File: src/rtl/mm_burst_arbiter_if.sv
// Bus bundle for mm_burst_arbiter: two burst requesters on one side and the
// main-memory port on the other. The arbiter connects through the slave
// modport; the requesters plus memory model drive through the master modport.
interface mm_burst_arbiter_if #(
  parameter int BURST_WIDTH = 4,
  parameter int WORD_SIZE   = 32
);
  localparam int BEAT_W = $clog2(BURST_WIDTH);

  // requester side
  logic                 req0;
  logic                 req1;
  logic                 we0;
  logic                 we1;
  logic [31:0]          addr0;
  logic [31:0]          addr1;
  logic [WORD_SIZE-1:0] wdata0;
  logic [WORD_SIZE-1:0] wdata1;
  logic                 gnt0;
  logic                 gnt1;
  logic                 valid0;
  logic                 valid1;
  logic                 done0;
  logic                 done1;
  logic [WORD_SIZE-1:0] rdata;
  logic [BEAT_W-1:0]    beat;
  logic                 busy;

  // main-memory side
  logic                 mm_re;
  logic                 mm_we;
  logic [29:0]          mm_addr;
  logic [WORD_SIZE-1:0] mm_din;
  logic [WORD_SIZE-1:0] mm_dout;
  logic                 mm_valid;

  modport master (
    output req0, req1, we0, we1, addr0, addr1, wdata0, wdata1,
    output mm_dout, mm_valid,
    input  gnt0, gnt1, valid0, valid1, done0, done1, rdata, beat, busy,
    input  mm_re, mm_we, mm_addr, mm_din
  );

  modport slave (
    input  req0, req1, we0, we1, addr0, addr1, wdata0, wdata1,
    input  mm_dout, mm_valid,
    output gnt0, gnt1, valid0, valid1, done0, done1, rdata, beat, busy,
    output mm_re, mm_we, mm_addr, mm_din
  );
endinterface

File: src/rtl/mm_burst_arbiter.sv
// mm_burst_arbiter: grants one of two requesters a full BURST_WIDTH-word
// burst to main memory, sequencing the word index and returning to IDLE on
// the last beat. Build option: define MM_ARB_ROUND_ROBIN_EN to alternate
// grants on simultaneous requests; otherwise requester 0 has fixed priority.
module mm_burst_arbiter #(
  parameter int BURST_WIDTH = 4,
  parameter int WORD_SIZE   = 32
) (
  input logic               clk,
  input logic               reset,
  mm_burst_arbiter_if.slave bus
);
  localparam int BEAT_W = $clog2(BURST_WIDTH);
  localparam int LINE_W = 30 - BEAT_W;

  typedef enum logic { IDLE = 1'b0, BUSY = 1'b1 } state_t;

  state_t              state_q, state_d;
  logic                gnt0_q, gnt0_d;
  logic                gnt1_q, gnt1_d;
  logic [BEAT_W-1:0]   beat_q, beat_d;
  logic                load;
  logic                pick1;
  logic                last_beat;
  logic                valid0, valid1;
  logic [LINE_W-1:0]   line_q;
  logic                we_q;
  logic [WORD_SIZE-1:0] din_sel;
  logic                unused_addr_bits;

`ifdef MM_ARB_ROUND_ROBIN_EN
  // 1 = requester 1 wins the next tie
  logic prio_q, prio_d;
`else
`endif

  // Low address bits select bytes/words inside the line and are not stored.
  assign unused_addr_bits = ^{bus.addr0[BEAT_W+1:0], bus.addr1[BEAT_W+1:0]};

  assign last_beat = (beat_q == BEAT_W'(BURST_WIDTH - 1));
  // gnt is only ever high in BUSY, so mm_valid in IDLE cannot leak through.
  assign valid0    = bus.mm_valid & gnt0_q;
  assign valid1    = bus.mm_valid & gnt1_q;
  assign din_sel   = gnt1_q ? bus.wdata1 : bus.wdata0;

  assign bus.gnt0    = gnt0_q;
  assign bus.gnt1    = gnt1_q;
  assign bus.valid0  = valid0;
  assign bus.valid1  = valid1;
  assign bus.done0   = valid0 & last_beat;
  assign bus.done1   = valid1 & last_beat;
  assign bus.rdata   = bus.mm_dout;
  assign bus.beat    = beat_q;
  assign bus.busy    = (state_q == BUSY);
  assign bus.mm_re   = (state_q == BUSY) & ~we_q;
  assign bus.mm_we   = (state_q == BUSY) & we_q;
  assign bus.mm_addr = {line_q, beat_q};
  assign bus.mm_din  = din_sel;

  // Next-state logic: pick a winner in IDLE, count beats in BUSY.
  always_comb begin
    state_d = state_q;
    gnt0_d  = gnt0_q;
    gnt1_d  = gnt1_q;
    beat_d  = beat_q;
    load    = 1'b0;
`ifdef MM_ARB_ROUND_ROBIN_EN
    prio_d  = prio_q;
    pick1   = bus.req1 & (~bus.req0 | prio_q);
`else
    pick1   = bus.req1 & ~bus.req0;
`endif
    case (state_q)
      IDLE: begin
        if (bus.req0 | bus.req1) begin
          load    = 1'b1;
          gnt0_d  = ~pick1;
          gnt1_d  = pick1;
          state_d = BUSY;
`ifdef MM_ARB_ROUND_ROBIN_EN
          prio_d  = ~pick1;
`else
`endif
        end
      end
      BUSY: begin
        if (valid0 | valid1) begin
          beat_d = beat_q + BEAT_W'(1);
          if (last_beat) begin
            state_d = IDLE;
            gnt0_d  = 1'b0;
            gnt1_d  = 1'b0;
          end
        end
      end
      default: state_d = IDLE;
    endcase
  end

  // Control registers; reset aborts any burst in progress.
  always_ff @(posedge clk) begin
    if (reset) begin
      state_q <= IDLE;
      gnt0_q  <= 1'b0;
      gnt1_q  <= 1'b0;
      beat_q  <= '0;
`ifdef MM_ARB_ROUND_ROBIN_EN
      prio_q  <= 1'b0;
`else
`endif
    end else begin
      state_q <= state_d;
      gnt0_q  <= gnt0_d;
      gnt1_q  <= gnt1_d;
      beat_q  <= beat_d;
`ifdef MM_ARB_ROUND_ROBIN_EN
      prio_q  <= prio_d;
`else
`endif
    end
  end

  // Capture the winner's line address and direction at grant time only.
  always_ff @(posedge clk) begin
    if (load) begin
      line_q <= pick1 ? bus.addr1[31:BEAT_W+2] : bus.addr0[31:BEAT_W+2];
      we_q   <= pick1 ? bus.we1 : bus.we0;
    end
  end
endmodule

File: src/flat_wrapper.sv
// flat-port wrapper written by rule: the top's interface ports become plain ports
module mm_burst_arbiter_flat 
#(
  parameter int BURST_WIDTH = 4,
  parameter int WORD_SIZE   = 32
)
  (clk, reset, bus_req0, bus_req1, bus_we0, bus_we1, bus_addr0, bus_addr1, bus_wdata0, bus_wdata1, bus_mm_dout, bus_mm_valid, bus_gnt0, bus_gnt1, bus_valid0, bus_valid1, bus_done0, bus_done1, bus_rdata, bus_beat, bus_busy, bus_mm_re, bus_mm_we, bus_mm_addr, bus_mm_din);
  mm_burst_arbiter_if #(.BURST_WIDTH(BURST_WIDTH), .WORD_SIZE(WORD_SIZE)) bus_i ();
  input logic clk;
  input logic reset;
  input wire logic [$bits(bus_i.req0)-1:0] bus_req0;
  input wire logic [$bits(bus_i.req1)-1:0] bus_req1;
  input wire logic [$bits(bus_i.we0)-1:0] bus_we0;
  input wire logic [$bits(bus_i.we1)-1:0] bus_we1;
  input wire logic [$bits(bus_i.addr0)-1:0] bus_addr0;
  input wire logic [$bits(bus_i.addr1)-1:0] bus_addr1;
  input wire logic [$bits(bus_i.wdata0)-1:0] bus_wdata0;
  input wire logic [$bits(bus_i.wdata1)-1:0] bus_wdata1;
  input wire logic [$bits(bus_i.mm_dout)-1:0] bus_mm_dout;
  input wire logic [$bits(bus_i.mm_valid)-1:0] bus_mm_valid;
  output wire logic [$bits(bus_i.gnt0)-1:0] bus_gnt0;
  output wire logic [$bits(bus_i.gnt1)-1:0] bus_gnt1;
  output wire logic [$bits(bus_i.valid0)-1:0] bus_valid0;
  output wire logic [$bits(bus_i.valid1)-1:0] bus_valid1;
  output wire logic [$bits(bus_i.done0)-1:0] bus_done0;
  output wire logic [$bits(bus_i.done1)-1:0] bus_done1;
  output wire logic [$bits(bus_i.rdata)-1:0] bus_rdata;
  output wire logic [$bits(bus_i.beat)-1:0] bus_beat;
  output wire logic [$bits(bus_i.busy)-1:0] bus_busy;
  output wire logic [$bits(bus_i.mm_re)-1:0] bus_mm_re;
  output wire logic [$bits(bus_i.mm_we)-1:0] bus_mm_we;
  output wire logic [$bits(bus_i.mm_addr)-1:0] bus_mm_addr;
  output wire logic [$bits(bus_i.mm_din)-1:0] bus_mm_din;
  assign bus_i.req0 = bus_req0;
  assign bus_i.req1 = bus_req1;
  assign bus_i.we0 = bus_we0;
  assign bus_i.we1 = bus_we1;
  assign bus_i.addr0 = bus_addr0;
  assign bus_i.addr1 = bus_addr1;
  assign bus_i.wdata0 = bus_wdata0;
  assign bus_i.wdata1 = bus_wdata1;
  assign bus_i.mm_dout = bus_mm_dout;
  assign bus_i.mm_valid = bus_mm_valid;
  assign bus_gnt0 = bus_i.gnt0;
  assign bus_gnt1 = bus_i.gnt1;
  assign bus_valid0 = bus_i.valid0;
  assign bus_valid1 = bus_i.valid1;
  assign bus_done0 = bus_i.done0;
  assign bus_done1 = bus_i.done1;
  assign bus_rdata = bus_i.rdata;
  assign bus_beat = bus_i.beat;
  assign bus_busy = bus_i.busy;
  assign bus_mm_re = bus_i.mm_re;
  assign bus_mm_we = bus_i.mm_we;
  assign bus_mm_addr = bus_i.mm_addr;
  assign bus_mm_din = bus_i.mm_din;
  mm_burst_arbiter #(.BURST_WIDTH(BURST_WIDTH), .WORD_SIZE(WORD_SIZE)) u_core (.clk(clk), .reset(reset), .bus(bus_i));
endmodule
File: config.mk
export PLATFORM = sky130hd
export DESIGN_NAME = mm_burst_arbiter_flat
export DESIGN_NICKNAME = d
export VERILOG_FILES = /design/src/rtl/mm_burst_arbiter_if.sv /design/src/rtl/mm_burst_arbiter.sv /design/src/flat_wrapper.sv
export SDC_FILE = /design/constraint.sdc
export NUM_CORES = 1
export LEC_CHECK = 0
export CORE_AREA = 2 2 106 108
export CTS_CLUSTER_SIZE = 8
export DETAILED_ROUTE_END_ITERATION = 12
export DIE_AREA = 0 0 108 110
export DONT_BUFFER_PORTS = 1
export PLACE_DENSITY = 0.42
export SYNTH_ARGS = -nofsm -noshare
export SYNTH_HDL_FRONTEND = slang
export SYNTH_SLANG_ARGS = --single-unit
File: constraint.sdc
create_clock -name clk -period 5.2 [get_ports clk]
set_input_delay 0.52 -clock clk [delete_from_list [all_inputs] [get_ports clk]]
set_output_delay 0.52 -clock clk [all_outputs]
set_load 0.1 [all_outputs]
Word-level counts from Yosys, hierarchy flattened --
Index checks and enable logic that the tools add are counted.
Cells by class: shift-type cells 0, $mul 0, div/mod/pow operators 0, reduce and logical (&&, ||, !) cells 2, add/sub/neg operators 1, magnitude comparators 0, multiplexer cells 14, eq/ne operators 4, bitwise operators 13
Operators by type and width (count):
- $mux 32 | 1
- $mux 28 | 1
- $mux 1 | 9
- $and 1x1->1 | 7
- $pmux 1 s2 | 3
- $ne 2x2->1 const B | 2
- $not 1->1 | 4
- $reduce_and 3->1 | 1
- $add 2x1->2 const B | 1
- $eq 2x2->1 const B | 1
- $ne 2x1->1 const B | 1
- $or 1x1->1 | 2
- $reduce_and 2->1 | 1
Word-level totals: ROM bits 0, input port bits 167, latch bits 0, bits in registers 34, logic and storage cells 40, output and inout port bits 105, memories 0, RAM bits 0

Longest topological paths before layout --
depth in word-level cells 5, depth in mapped cells 5, depth with buffers taken out 4

Worst setup path before layout --
OpenSTA, ideal clock, no wires.
path type register to output, start point register u_core.state_q, in the netlist u_core.bus.busy, end point output port bus_mm_re, slack 2.069 ns, arrival time 2.611 ns, cell stages (with the launch flop) 3, path through dfxtp_1 -> buf_2 -> nor2b_1
On the way: cells in the longest elaborated chain, start to end 1
Ends and longest elaborated chain:
- from (decl) | RTL line mm_burst_arbiter.sv:18 | state_t state_q, state_d;
- from (signal assigned) | RTL line mm_burst_arbiter.sv:112 | state_q <= state_d;
- $and 1x1->1 | RTL line mm_burst_arbiter.sv:55 | assign bus.mm_re = (state_q == BUSY) & ~we_q;
- to (decl) | RTL line flat_wrapper.sv:30 | output wire logic [$bits(bus_i.mm_re)-1:0] bus_mm_re;
No other way between the ends.

Final worst setup path --
start point register u_core.beat_q[0], in the netlist u_core.bus.beat[0], end point output port bus_done0
On the way: cells in the longest elaborated chain, start to end 2
Ends and longest elaborated chain:
- from (decl) | RTL line mm_burst_arbiter.sv:21 | logic [BEAT_W-1:0] beat_q, beat_d;
- from (signal assigned) | RTL line mm_burst_arbiter.sv:115 | beat_q <= beat_d;
- $eq 2x2->1 | RTL line mm_burst_arbiter.sv:40 | assign last_beat = (beat_q == BEAT_W'(BURST_WIDTH - 1));
- $and 1x1->1 | RTL line mm_burst_arbiter.sv:50 | assign bus.done0 = valid0 & last_beat;
- to (decl) | RTL line flat_wrapper.sv:25 | output wire logic [$bits(bus_i.done0)-1:0] bus_done0;
No other way between the ends.

==> metrics.md <==
| Metric | Value |
|---|---|
| Clk_skew | `0.00672 ns` |
| Avg Synthesized Cell Area | `13.2 um^2` |
| Die X | `108 um` |
| FF-to-FF Start | `u_core.bus.beat[0]$_SDFFE_PP0P_` |
| Ranking of synthesized cells by area | `edfxtp_1, mux2_2, buf_4, mux2_4, dfxtp_1` |
| CP endpoint kind | `output port` |
| Finished Core Util | `20.2%` |
| Initial core utilization | `20.2%` |
| Startpoint Class | `flop` |
| Hold Buf Count CTS | `0` |
| Layout net count | `301` |
| Syn. warnings | `0` |
| Highest clock rate | `331 MHz` |
| Final wirelength | `5070 um` |
| Final hold violations | `0` |
| Reg-to-reg endpoint | `u_core.bus.gnt0$_SDFFE_PP0P_` |
| Synth Area in Compound Gates | `2.37%` |
| Vias per cell | `4.23` |
| Synth Area in Simple Gates | `3.70%` |
| Worst-margin pin slew | `1.12 ns` |
| Status | `completed` |
| H-tree depth | `2` |
| Grt ovf | `0` |
| Worst skew pair latency | `0.28 ns` |
| ANT cells | `0` |
| Clock Sinks | `34` |
| IO buf count | `0` |
| Die H | `110 um` |
| Row count | `38` |
| Layout area overhead | `-0.404%` |
| GP Congestion | `0.652` |
| Routed len/inst | `18.5 um` |
| Clock Path Buffers | `2` |
| Sequential share of the synthesized area | `44.8%` |
| Slowest-stage cell, CP | `dfxtp_2` |
| FILL cells | `1143` |
| First-pass GRT wire length | `6530 um` |
| Xor/xnor share of the synthesized area | `0.404%` |
| Critical path type | `flop to output port` |
| Worst path cell trace | `ha_1 -> and3_1` |
| Synth Area in Adders | `0.578%` |
| Cts bufs inserted | `5` |
| Post-Syn Area | `2170 um^2` |
| Largest family of logic cells by synthesized area | `multiplexers` |
| CTS Root Cell | `clkbuf_8` |
| HPWL Detailed | `4050 um` |
| Dpl cells | `266` |
| Slew Viols, Final | `0` |
| Min Clock Period, post-route | `3.03 ns` |
| Setup violations, final | `0` |
| Peak fanout along the critical path | `4` |
| Register-to-register setup slack | `3.30 ns` |
| TNS Setup | `0 ns` |
| Initial antenna violation count | `0` |
| Max stage delay on crit path | `1.04 ns` |
| I/O Pins | `272` |
| Vias in the first global route | `1164` |
| Post-synth top area share | `40.2%` |
| 1st-iter DRT viols | `39` |
| Max Cap Violations | `0` |
| Final ANT Viol Nets | `0` |
| CTS tree | `done` |
| Synthesized flop and latch total | `34` |
| Clk slew on worst S/H paths | `0.07 ns` |
| WP buf/inv | `0` |
| Post-synthesis mux area share | `33.9%` |
| Mapped Cells | `164` |
| CP endpoint | `bus_done0` |
| Pwr per Cell Area | `414 nW/um^2` |
| Worst R2R Path Depth | `4` |
| Leakage | `0.000743 uW` |
| Final Non-Filler Cells | `274` |
| Setup crit start | `u_core.bus.beat[0]$_SDFFE_PP0P_` |
| Synth cell types | `22` |
| RSZ-0062 raised after global routing | `false` |
| Cell depth of the worst setup path | `2` |
| Crit path arrival time | `2.51 ns` |
| Setup Buffers After CTS | `0` |
| Peak VDD IR | `147 uV` |
| Crit-path leading delay family | `flip-flops` |
| Syn_nets | `332` |
| Total GRT Usage | `7.70%` |
| Remaining DRCs | `0` |
| Worst hold-check path type | `primary input to flop` |
| Largest net degree at the start of global routing | `33` |
| Die ar. | `11900 um^2` |
| Final Cycle Share | `58.2%` |
| Max-slew headroom | `25.4%` |
| Vias | `1158` |
| Area leader, netlist | `edfxtp_1` |
| Drt pass-1 iters | `3` |
| Core area | `10700 um^2` |
| CP Data Required Time | `4.68 ns` |
| Fraction of layout cells with a size suffix above 1 | `57.5%` |
| Post_cts resized | `0` |
worst min-delay path by stage:
stage / depth (start not counted) / end / start / slack [ns]
6_report: 1 / u_core.bus.beat[1]$_SDFFE_PP0P_ / reset / 0.29
5_1_grt: 1 / u_core.bus.beat[0]$_SDFFE_PP0P_ / reset / 0.27
4_1_cts: 1 / u_core.bus.gnt1$_SDFFE_PP0P_ / reset / 0.28
3_5_place_dp: 1 / u_core.bus.gnt1$_SDFFE_PP0P_ / reset / 0.59
3_3_place_gp: 1 / u_core.bus.gnt1$_SDFFE_PP0P_ / reset / 0.59
2_1_floorplan: 1 / u_core.bus.gnt0$_SDFFE_PP0P_ / reset / 0.59
cells in the mapped netlist:
master / instances
dfxtp_1: 5
nand2b_1: 2
nor2_1: 7
nor2b_1: 1
and3_1: 2
mux2_2: 51
o31ai_1: 1
mux2_4: 10
o211ai_1: 1
mux2i_1: 1
a21boi_0: 1
buf_2: 6
buf_6: 2
nand2_1: 1
o2111ai_1: 1
and2_1: 3
xor2_1: 1
buf_4: 34
edfxtp_1: 29
ha_1: 1
a21oi_1: 2
o21ai_0: 2
per-layer routing:
layer / part of all wire, % / global-route usage (%)
met1: 37 / 8.63
met2: 48 / 11.9
met3: 14 / 5.00
met4: 0.85 / 2.56
met5: 0 / 0
flip-flops by register name (all words and copies together) (netlist names):
register	cells
u_core.line_q	28
u_core.bus.beat	2
u_core.bus.busy	1
u_core.bus.gnt0	1
u_core.bus.gnt1	1
u_core.we_q	1
cell usage in the layout (no fill, tap or decap):
master / instances
nand2b_1: 2
o31ai_1: 1
edfxtp_1: 29
mux2_4: 10
dfxtp_2: 3
clkinv_2: 1
nand2_1: 1
ha_1: 1
nor2_2: 1
and2_1: 3
o21ai_0: 2
mux2i_1: 1
o2111ai_1: 1
nor2_1: 6
clkbuf_8: 5
clkinv_1: 1
clkinvlp_4: 1
mux2_2: 51
and3_1: 2
buf_4: 4
o211ai_1: 1
a21oi_1: 2
xor2_1: 1
dfxtp_1: 2
a21boi_0: 1
nor2b_2: 1
metrics by stage:
stage / setup slack (ns) / power (uW) / area [um^2] / hold slack (ns)
5_1_grt: 2.11 / 926 / 2160 / 0.274
3_5_place_dp: 2.47 / 708 / 2070 / 0.588
6_report: 2.17 / 894 / 2160 / 0.293
4_1_cts: 2.15 / 907 / 2160 / 0.279
2_1_floorplan: 2.07 / 808 / 2170 / 0.589
3_3_place_gp: 2.49 / 709 / 2070 / 0.590
final cells by class:
type                       count  area [um^2]  area share (%)
tap                          140          175            8.12
clock buffer                   5         68.8            3.19
sequential                    34          975            45.2
clock inverter                 3         16.3           0.754
multi-input combinational     88          892            41.4
timing repair buffer           4         30.0            1.39
cells by family after synthesis:
| family | Yosys count |
|---|---|
| AOI/OAI and AO/OA | 8 |
| and+or+nand+nor | 16 |
| DFF | 34 |
| buffers and inverters | 42 |
| adders and majority gates | 1 |
| xor gates and xnor gates | 1 |
| muxes | 62 |
power breakdown:
group | internal, uW | total, uW | switching [uW]
Sequential | 322 | 466 | 144
Combinational | 44.2 | 234 | 190
Clock | 91.8 | 193 | 102
Power figures use the tool's default switching activity.
